**src/rtl/verinject_injection_sequencer_if.sv**
```systemverilog
// ============================================================================
// Module   : verinject_injection_sequencer_if
// Purpose  : Command port bundle for the injection sequencer. A producer
//            offers one timestamped command per cycle with a valid/ready
//            handshake; the sequencer accepts it when it has FIFO space.
// Signals  : cmd_valid  master->slave  command offered
//            cmd_ready  slave->master  sequencer can accept (FIFO not full)
//            cmd_op     master->slave  0 INJECT, 1 CLEAR, 2 FLUSH, 3 reserved
//            cmd_cycle  master->slave  absolute cycle_count value to emit at
//            cmd_bit    master->slave  target bit index (INJECT only)
// Revision : 1.0 - initial release
// ============================================================================
`default_nettype none

interface verinject_injection_sequencer_if;
  logic        cmd_valid;
  logic        cmd_ready;
  logic [1:0]  cmd_op;
  logic [31:0] cmd_cycle;
  logic [31:0] cmd_bit;

  modport master (output cmd_valid, output cmd_op, output cmd_cycle, output cmd_bit,
                  input  cmd_ready);
  modport slave  (input  cmd_valid, input  cmd_op, input  cmd_cycle, input  cmd_bit,
                  output cmd_ready);
endinterface

`default_nettype wire

```
**src/rtl/verinject_injection_sequencer.sv**
```systemverilog
// ============================================================================
// Module   : verinject_injection_sequencer
// Purpose  : Drives the shared 32-bit verinject__injector_state bus. Commands
//            are queued in a FIFO and each one is emitted as a single-cycle
//            bus code when the free-running cycle counter reaches its
//            timestamp. Codes: 32'hFFFF_FFFF idle, 32'hFFFF_FFFE clear all,
//            0..BIT_COUNT-1 toggle that bit.
// Ports    : clock, reset_n (async, active-low)
//            cmd                       command handshake (slave modport)
//            verinject__injector_state registered bus code
//            cycle_count               free-running cycle counter
//            busy                      FIFO non-empty or emission pending
//            fired_count               emitted codes, saturating
//            err_sticky                dropped/illegal command seen
//            rand_en, rand_period      only with VERINJECT_SEQ_LFSR_EN
// Options  : VERINJECT_SEQ_LFSR_EN - adds an LFSR-driven random injector that
//            runs only while the FSM is idle and the FIFO is empty.
// Revision : 1.0 - initial release
// ============================================================================
`default_nettype none

module verinject_injection_sequencer #(
  parameter int DEPTH     = 4,
  parameter int BIT_COUNT = 1024
) (
  input  logic                           clock,
  input  logic                           reset_n,
  verinject_injection_sequencer_if.slave cmd,
`ifdef VERINJECT_SEQ_LFSR_EN
  input  logic                           rand_en,
  input  logic [15:0]                    rand_period,
`endif
  output logic [31:0]                    verinject__injector_state,
  output logic [31:0]                    cycle_count,
  output logic                           busy,
  output logic [15:0]                    fired_count,
  output logic                           err_sticky
);

  localparam int          c_AW        = $clog2(DEPTH);
  localparam logic [31:0] c_BIT_LIMIT = 32'(BIT_COUNT);
  localparam logic [31:0] c_CODE_IDLE = 32'hFFFF_FFFF;
  localparam logic [31:0] c_CODE_CLR  = 32'hFFFF_FFFE;

  typedef enum logic [1:0] {
    ST_IDLE  = 2'd0,
    ST_ARMED = 2'd1,
    ST_FIRE  = 2'd2
  } state_t;

  typedef struct packed {
    logic        is_clear;
    logic [31:0] cycle;
    logic [31:0] bit_idx;
  } entry_t;

  entry_t      r_fifo [DEPTH];
  logic [c_AW:0] r_wr_ptr;
  logic [c_AW:0] r_rd_ptr;
  state_t      r_state;
  logic [31:0] r_bus;
  logic [31:0] r_cycle_count;
  logic [15:0] r_fired;
  logic        r_err;

  logic        w_empty;
  logic        w_full;
  entry_t      w_head;
  logic        w_accept;
  logic        w_bad;
  logic        w_push;
  logic        w_flush;
  logic        w_due;
  logic        w_fire;
  logic [31:0] w_count_next;
  logic [15:0] w_fired_inc;

  assign w_empty  = (r_wr_ptr == r_rd_ptr);
  assign w_full   = (r_wr_ptr[c_AW] != r_rd_ptr[c_AW]) &&
                    (r_wr_ptr[c_AW-1:0] == r_rd_ptr[c_AW-1:0]);
  assign w_head   = r_fifo[r_rd_ptr[c_AW-1:0]];

  // Ready is purely a function of FIFO occupancy; a pop in the same cycle
  // does not open a slot early.
  assign cmd.cmd_ready = ~w_full;
  assign w_accept = cmd.cmd_valid & ~w_full;
  assign w_bad    = (cmd.cmd_op == 2'd3) ||
                    ((cmd.cmd_op == 2'd0) && (cmd.cmd_bit >= c_BIT_LIMIT));
  assign w_push   = w_accept && ~w_bad && ((cmd.cmd_op == 2'd0) || (cmd.cmd_op == 2'd1));
  assign w_flush  = w_accept && (cmd.cmd_op == 2'd2);

  // The bus code is registered, so it appears alongside the next counter
  // value. Comparing against that value makes the code visible in exactly
  // the cycle whose cycle_count equals the timestamp. Plain unsigned compare:
  // stale timestamps fire at once.
  assign w_count_next = r_cycle_count + 32'd1;
  assign w_due        = ~w_empty && (w_count_next >= w_head.cycle);
  // FIRE may chain straight into another FIRE so due entries go out on
  // consecutive cycles.
  assign w_fire       = ((r_state == ST_ARMED) || (r_state == ST_FIRE)) && w_due;
  assign w_fired_inc  = (r_fired == 16'hFFFF) ? r_fired : r_fired + 16'd1;

  // Payload storage needs no reset; occupancy lives in the pointers.
  always_ff @(posedge clock) begin
    if (w_push) begin
      r_fifo[r_wr_ptr[c_AW-1:0]] <= '{is_clear: (cmd.cmd_op == 2'd1),
                                      cycle:    cmd.cmd_cycle,
                                      bit_idx:  cmd.cmd_bit};
    end
  end

`ifdef VERINJECT_SEQ_LFSR_EN
  localparam logic [31:0] c_LFSR_SEED = 32'hACE1_2468;
  localparam logic [31:0] c_LFSR_TAPS = 32'h8020_0003;
  logic [31:0] r_lfsr;
  logic [15:0] r_period_cnt;
  logic        w_rand_active;
  assign w_rand_active = (r_state == ST_IDLE) && w_empty && rand_en && (rand_period != 16'd0);
`endif

  always_ff @(posedge clock or negedge reset_n) begin
    if (!reset_n) begin
      r_state       <= ST_IDLE;
      r_wr_ptr      <= '0;
      r_rd_ptr      <= '0;
      r_bus         <= c_CODE_IDLE;
      r_cycle_count <= 32'd0;
      r_fired       <= 16'd0;
      r_err         <= 1'b0;
`ifdef VERINJECT_SEQ_LFSR_EN
      r_lfsr        <= c_LFSR_SEED;
      r_period_cnt  <= 16'd0;
`endif
    end else begin
      r_cycle_count <= w_count_next;
      r_bus         <= c_CODE_IDLE;
      if (w_accept && w_bad) begin
        r_err <= 1'b1;
      end

      // FLUSH discards everything; a head firing this same edge has already
      // been read out onto the bus, so only the remaining entries are lost.
      if (w_flush) begin
        r_wr_ptr <= '0;
        r_rd_ptr <= '0;
      end else begin
        if (w_push) r_wr_ptr <= r_wr_ptr + 1'b1;
        if (w_fire) r_rd_ptr <= r_rd_ptr + 1'b1;
      end

      if (w_fire) begin
        r_bus   <= w_head.is_clear ? c_CODE_CLR : w_head.bit_idx;
        r_fired <= w_fired_inc;
        r_state <= ST_FIRE;
      end else if (~w_empty && ~w_flush) begin
        r_state <= ST_ARMED;
      end else begin
        r_state <= ST_IDLE;
      end

`ifdef VERINJECT_SEQ_LFSR_EN
      r_lfsr <= {1'b0, r_lfsr[31:1]} ^ (r_lfsr[0] ? c_LFSR_TAPS : 32'd0);
      if (w_rand_active) begin
        if (r_period_cnt == rand_period - 16'd1) begin
          r_period_cnt <= 16'd0;
          // Out-of-range samples are skipped silently.
          if (r_lfsr < c_BIT_LIMIT) begin
            r_bus   <= r_lfsr;
            r_fired <= w_fired_inc;
          end
        end else begin
          r_period_cnt <= r_period_cnt + 16'd1;
        end
      end else begin
        r_period_cnt <= 16'd0;
      end
`endif
    end
  end

  assign verinject__injector_state = r_bus;
  assign cycle_count               = r_cycle_count;
  assign fired_count               = r_fired;
  assign err_sticky                = r_err;
  assign busy                      = (r_state != ST_IDLE) | ~w_empty;

endmodule

`default_nettype wire
```
**src/flat_wrapper.sv**
```systemverilog
// flat-port wrapper written by rule: the top's interface ports become plain ports
module verinject_injection_sequencer_flat 
#(
  parameter int DEPTH     = 4,
  parameter int BIT_COUNT = 1024
)
  (clock, reset_n, verinject__injector_state, cycle_count, busy, fired_count, err_sticky, cmd_cmd_valid, cmd_cmd_op, cmd_cmd_cycle, cmd_cmd_bit, cmd_cmd_ready);
  verinject_injection_sequencer_if cmd_i ();
  input  logic clock;
  input  logic reset_n;
  output logic [31:0] verinject__injector_state;
  output logic [31:0] cycle_count;
  output logic busy;
  output logic [15:0] fired_count;
  output logic err_sticky;
  input wire logic [$bits(cmd_i.cmd_valid)-1:0] cmd_cmd_valid;
  input wire logic [$bits(cmd_i.cmd_op)-1:0] cmd_cmd_op;
  input wire logic [$bits(cmd_i.cmd_cycle)-1:0] cmd_cmd_cycle;
  input wire logic [$bits(cmd_i.cmd_bit)-1:0] cmd_cmd_bit;
  output wire logic [$bits(cmd_i.cmd_ready)-1:0] cmd_cmd_ready;
  assign cmd_i.cmd_valid = cmd_cmd_valid;
  assign cmd_i.cmd_op = cmd_cmd_op;
  assign cmd_i.cmd_cycle = cmd_cmd_cycle;
  assign cmd_i.cmd_bit = cmd_cmd_bit;
  assign cmd_cmd_ready = cmd_i.cmd_ready;
  verinject_injection_sequencer #(.DEPTH(DEPTH), .BIT_COUNT(BIT_COUNT)) u_core (.clock(clock), .reset_n(reset_n), .cmd(cmd_i), .verinject__injector_state(verinject__injector_state), .cycle_count(cycle_count), .busy(busy), .fired_count(fired_count), .err_sticky(err_sticky));
endmodule
```
**config.mk**
```make
export PLATFORM = sky130hd
export DESIGN_NAME = verinject_injection_sequencer_flat
export DESIGN_NICKNAME = d
export VERILOG_FILES = /design/src/rtl/verinject_injection_sequencer_if.sv /design/src/rtl/verinject_injection_sequencer.sv /design/src/flat_wrapper.sv
export SDC_FILE = /design/constraint.sdc
export NUM_CORES = 1
export LEC_CHECK = 0
export CORE_UTILIZATION = 63
export CTS_BUF_LIST = sky130_fd_sc_hd__clkbuf_4
export DETAILED_ROUTE_END_ITERATION = 16
export GPL_TIMING_DRIVEN = 0
export MAX_ROUTING_LAYER = met4
export PLACE_DENSITY = 0.88
export SLEW_MARGIN = 20
export SYNTH_ARGS = -nofsm -noshare
export SYNTH_HDL_FRONTEND = slang
export SYNTH_SLANG_ARGS = --single-unit
```
**constraint.sdc**
```tcl
create_clock -name clock -period 8.76 [get_ports clock]
set_clock_uncertainty 0.15 [all_clocks]
set_input_delay 1.752 -clock clock [delete_from_list [all_inputs] [get_ports clock]]
set_output_delay 1.752 -clock clock [all_outputs]
set_load 0.03 [all_outputs]
```
==> impl_results.rst <==
.. list-table::
   :header-rows: 1

   * - Metric
     - Value
   * - Outcome
     - finished, final reports clean
   * - Worst IR Drop VDD
     - approximately 0.15 mV
   * - Detailed Place HPWL
     - approximately 18000 um
   * - Global-route wire length before repair
     - between 40000 and 50000 um
   * - TritonCTS clock tree
     - built
   * - Sequential-to-total area share from yosys stat
     - 0.723
   * - CTS buffer count
     - 83
   * - Setup violators final
     - 0
   * - Final TNS setup
     - 0 ps
   * - Capture instance of the worst register-to-register path
     - u_core.fired_count[2]
   * - Met1 routing resource usage after global routing
     - 0.320
   * - First-pass iteration count of the detailed router
     - 5
   * - Transition time at the pin with the least slew margin
     - between 900 and 1000 ps
   * - Combinational share of power
     - 0.062
   * - Total wirelength of the detailed-routed design
     - 27200 um
   * - Placeable Area
     - about 0.022 mm^2
   * - Count of flip-flops with a built-in enable after synthesis
     - 260
   * - Via/cell ratio
     - 5.65
   * - Post-layout minimum cycle time
     - 4970 ps
   * - PortBufs
     - approximately 150
   * - Fraction of met2 tracks used by global routing
     - 0.425
   * - Async set-or-reset flop fraction in the synthesized netlist
     - 0.255
   * - Total power divided by cell area
     - ~200 mW/mm^2
   * - Achievable Freq
     - 201 MHz
   * - Sequential group share of total power
     - 0.542
   * - Area enclosed by the die boundary
     - 0.0227 mm^2
   * - Maximum number of pins on one net before global-route repair
     - 66
   * - Setup crit start kind
     - flop
   * - Number of global-route vias before repair
     - 8056
   * - Post-Synthesis Cell Area
     - 0.0139 mm^2
   * - Top Usage Layer GRT
     - met2
   * - Hold WC Path Type
     - flop to flop
   * - Area added between synthesis and finish
     - 22.6%
   * - Horizontal die dimension
     - 151 um
   * - Worst relative slew slack
     - 0.395
   * - Internal portion of total power
     - 2.66 mW
   * - RSZ-0062 raised after global routing
     - no
   * - Die height
     - 151 um
   * - Flip-flop and latch count after synthesis
     - between 300 and 400
   * - Overall Power
     - about 3.4 mW
   * - Clock insertion delay at the later pin of the skew report
     - 710 ps
   * - Portion of the clock cycle consumed by the worst path in the final layout
     - 0.567
   * - Post-CTS setup buffer count
     - 0
   * - Starting Density
     - 0.640
   * - Number of nets produced by synthesis
     - approximately 870
   * - Met3 Usage GRT
     - 0.0555
   * - Worst reg2reg path depth
     - 14
   * - # IOs
     - ~150
   * - Register-to-register setup slack
     - 3790 ps
   * - Power share of the clock group
     - 0.397
   * - # resized after CTS
     - 0
   * - H-Tree Depth
     - 3
   * - Number of sinks on the clock net
     - ~350
   * - Number of DRC markers in iteration 0
     - 461
   * - Routability Congestion
     - 0.779
   * - CP Max Fanout
     - 10
   * - Remaining DRCs
     - 0
   * - Number of distinct library cell variants in the gate-level netlist after synthesis
     - 49
   * - Critical Path RT
     - 9170 ps
   * - Total global-route track usage
     - 0.259
   * - Capturing instance or port of the critical path
     - u_core.fired_count[2]
   * - Number of antenna violations at the first check in global routing
     - 2
   * - Most common cell after layout, fill and taps aside
     - sky130_fd_sc_hd__edfxtp_1
   * - Arrival time reported for the critical path endpoint
     - about 5400 ps
   * - Wire per inst
     - about 20 um
   * - Row count
     - 54
   * - Layout cells sized above 1
     - 0.243
   * - Longest Clk Path Bufs
     - 3
   * - Number of buffers inserted by hold repair at cts
     - 0
   * - Overflow left after global routing
     - 0
   * - Post-synthesis instance total
     - 765
   * - Primary FF master, synth
     - sky130_fd_sc_hd__edfxtp_1
   * - Count of maximum capacitance violations
     - 0
   * - Total vias in the final route
     - 7667
   * - Endpoints failing hold
     - 0
   * - Critical register-to-register path startpoint
     - u_core.r_rd_ptr[0]
   * - Layout net count
     - between 1k and 1.5k
   * - Root Driver
     - sky130_fd_sc_hd__clkbuf_4
   * - Switching portion of total power
     - 0.227
   * - Post-Synthesis Mean Instance Area
     - 18.2 um^2
   * - Highest-count cells in the layout ignoring fill and taps
     - sky130_fd_sc_hd__edfxtp_1, sky130_fd_sc_hd__clkdlybuf4s50_1, sky130_fd_sc_hd__clkbuf_4
   * - Net switching power
     - just under 0.8 mW
   * - Final number of max-transition violations
     - 0
   * - Remaining number of nets flagged by the antenna check after routing
     - 0
   * - Crit path kind
     - flop to flop
   * - Leakage
     - 6.25 nW
   * - Synth warnings
     - 0
   * - Clock transition at path regs
     - roughly 70 ps
   * - Element type at the critical path end
     - flop
   * - Worst Setup SP
     - u_core.r_rd_ptr[0]
## power groups by stage
stage	logic, mW	registers [mW]	clock network [mW]
floorplan	0.104	1.90	0
global placement	0.195	1.90	0
detailed placement	0.214	1.90	0
finish	0.213	1.87	1.37
global route	0.233	1.87	1.47
CTS	0.216	1.87	1.40
## synth_stat cells (2+ instances only)
| library cell | count | area share |
|---|---|---|
| sky130_fd_sc_hd__and3_1 | 5 | 0.0022 |
| sky130_fd_sc_hd__a21oi_1 | 14 | 0.0050 |
| sky130_fd_sc_hd__mux4_2 | 65 | 0.11 |
| sky130_fd_sc_hd__inv_1 | 41 | 0.011 |
| sky130_fd_sc_hd__nand2_1 | 30 | 0.0081 |
| sky130_fd_sc_hd__buf_4 | 2 | 0.0011 |
| sky130_fd_sc_hd__nor3_2 | 2 | 0.0014 |
| sky130_fd_sc_hd__dfrtp_1 | 57 | 0.10 |
| sky130_fd_sc_hd__ha_1 | 40 | 0.036 |
| sky130_fd_sc_hd__nand4_1 | 11 | 0.0049 |
| sky130_fd_sc_hd__and4_1 | 4 | 0.0025 |
| sky130_fd_sc_hd__nor3b_1 | 2 | 0.0011 |
| sky130_fd_sc_hd__xnor2_1 | 26 | 0.016 |
| sky130_fd_sc_hd__o21ai_0 | 5 | 0.0018 |
| sky130_fd_sc_hd__mux2i_1 | 2 | 0.0014 |
| sky130_fd_sc_hd__xor2_1 | 25 | 0.016 |
| sky130_fd_sc_hd__or3_1 | 32 | 0.014 |
| sky130_fd_sc_hd__dfstp_2 | 32 | 0.060 |
| sky130_fd_sc_hd__and2_1 | 5 | 0.0022 |
| sky130_fd_sc_hd__nor3_1 | 8 | 0.0029 |
| sky130_fd_sc_hd__nor4_1 | 8 | 0.0036 |
| sky130_fd_sc_hd__nand2b_1 | 4 | 0.0018 |
| sky130_fd_sc_hd__edfxtp_1 | 260 | 0.56 |
| sky130_fd_sc_hd__buf_1 | 2 | 0.00054 |
| sky130_fd_sc_hd__nor4_2 | 3 | 0.0027 |
| sky130_fd_sc_hd__nor2_1 | 19 | 0.0051 |
| sky130_fd_sc_hd__nor4b_2 | 3 | 0.0032 |
| sky130_fd_sc_hd__clkbuf_1 | 13 | 0.0035 |
| sky130_fd_sc_hd__buf_2 | 5 | 0.0018 |
| sky130_fd_sc_hd__nand3_1 | 21 | 0.0075 |
## layer usage
metal	up-vias	share of wire
met5	-	0
met1	3827	0.40
met4	0	0.021
li1	3520	-
met2	274	0.52
met3	46	0.066
## worst max-delay path, stage by stage, from the launching register on
cell	delay (ps)
sky130_fd_sc_hd__dfrtp_1	360
sky130_fd_sc_hd__buf_2	170
sky130_fd_sc_hd__buf_4	250
sky130_fd_sc_hd__buf_2	340
sky130_fd_sc_hd__buf_2	390
sky130_fd_sc_hd__mux4_2	600
sky130_fd_sc_hd__ha_1	300
sky130_fd_sc_hd__nand2b_1	150
sky130_fd_sc_hd__a2111o_1	430
sky130_fd_sc_hd__o2111ai_1	140
sky130_fd_sc_hd__a311oi_1	190
sky130_fd_sc_hd__nor3_2	660
sky130_fd_sc_hd__clkbuf_1	390
sky130_fd_sc_hd__nor3b_1	120
sky130_fd_sc_hd__xor2_1	160
## kinds of logic after synthesis
group	synth area share
adders and majority gates	0.0359
AOI/OAI and AO/OA	0.0135
and+or+nand+nor	0.0682
xor gates and xnor gates	0.0321
DFF	0.723
muxes	0.108
buffers and inverters	0.0188
## registers in the layout, summed over array words and instances (netlist names)
signal and count:
u_core.cycle_count 32, u_core.err_sticky 1, u_core.fired_count 16, u_core.r_fifo 260
u_core.r_rd_ptr 3, u_core.r_state 2, u_core.r_wr_ptr 3, u_core.verinject__injector_state 32
## how the worst min path moves through the flow
stage / start / end / slack, ps / cells after the start
2_1_floorplan: u_core.r_wr_ptr[2] / u_core.r_wr_ptr[2] / 380 / 2
3_3_place_gp: u_core.fired_count[5] / u_core.fired_count[5] / 320 / 1
3_5_place_dp: u_core.fired_count[5] / u_core.fired_count[5] / 320 / 1
4_1_cts: u_core.fired_count[5] / u_core.fired_count[5] / 340 / 1
5_1_grt: u_core.fired_count[5] / u_core.fired_count[5] / 350 / 1
6_report: u_core.fired_count[5] / u_core.fired_count[5] / 330 / 1
## per-stage QoR
step	util	setup WS [ps]	cells	area [um^2]	hold WS, ps
CTS	0.785	3680	1356	17100	335
floorplan	-	3900	765	13900	379
detailed placement	0.733	3720	1201	15900	324
global route	0.785	3470	1358	17100	352
global placement	0.726	1850	1196	15800	324
finish	0.785	3790	1358	17100	334
## cell type report
cell class	instances	area [um^2]
Tap cell	280	350
Buffer	23	108
Multi-Input combinational cell	352	3600
Antenna cell	2	5.00
Inverter	41	154
Fill cell	1230	4670
Timing Repair Buffer	156	1650
Sequential cell	349	10100
Clock buffer	119	893
Clock inverter	36	245
(Power assumes the default switching activity.)
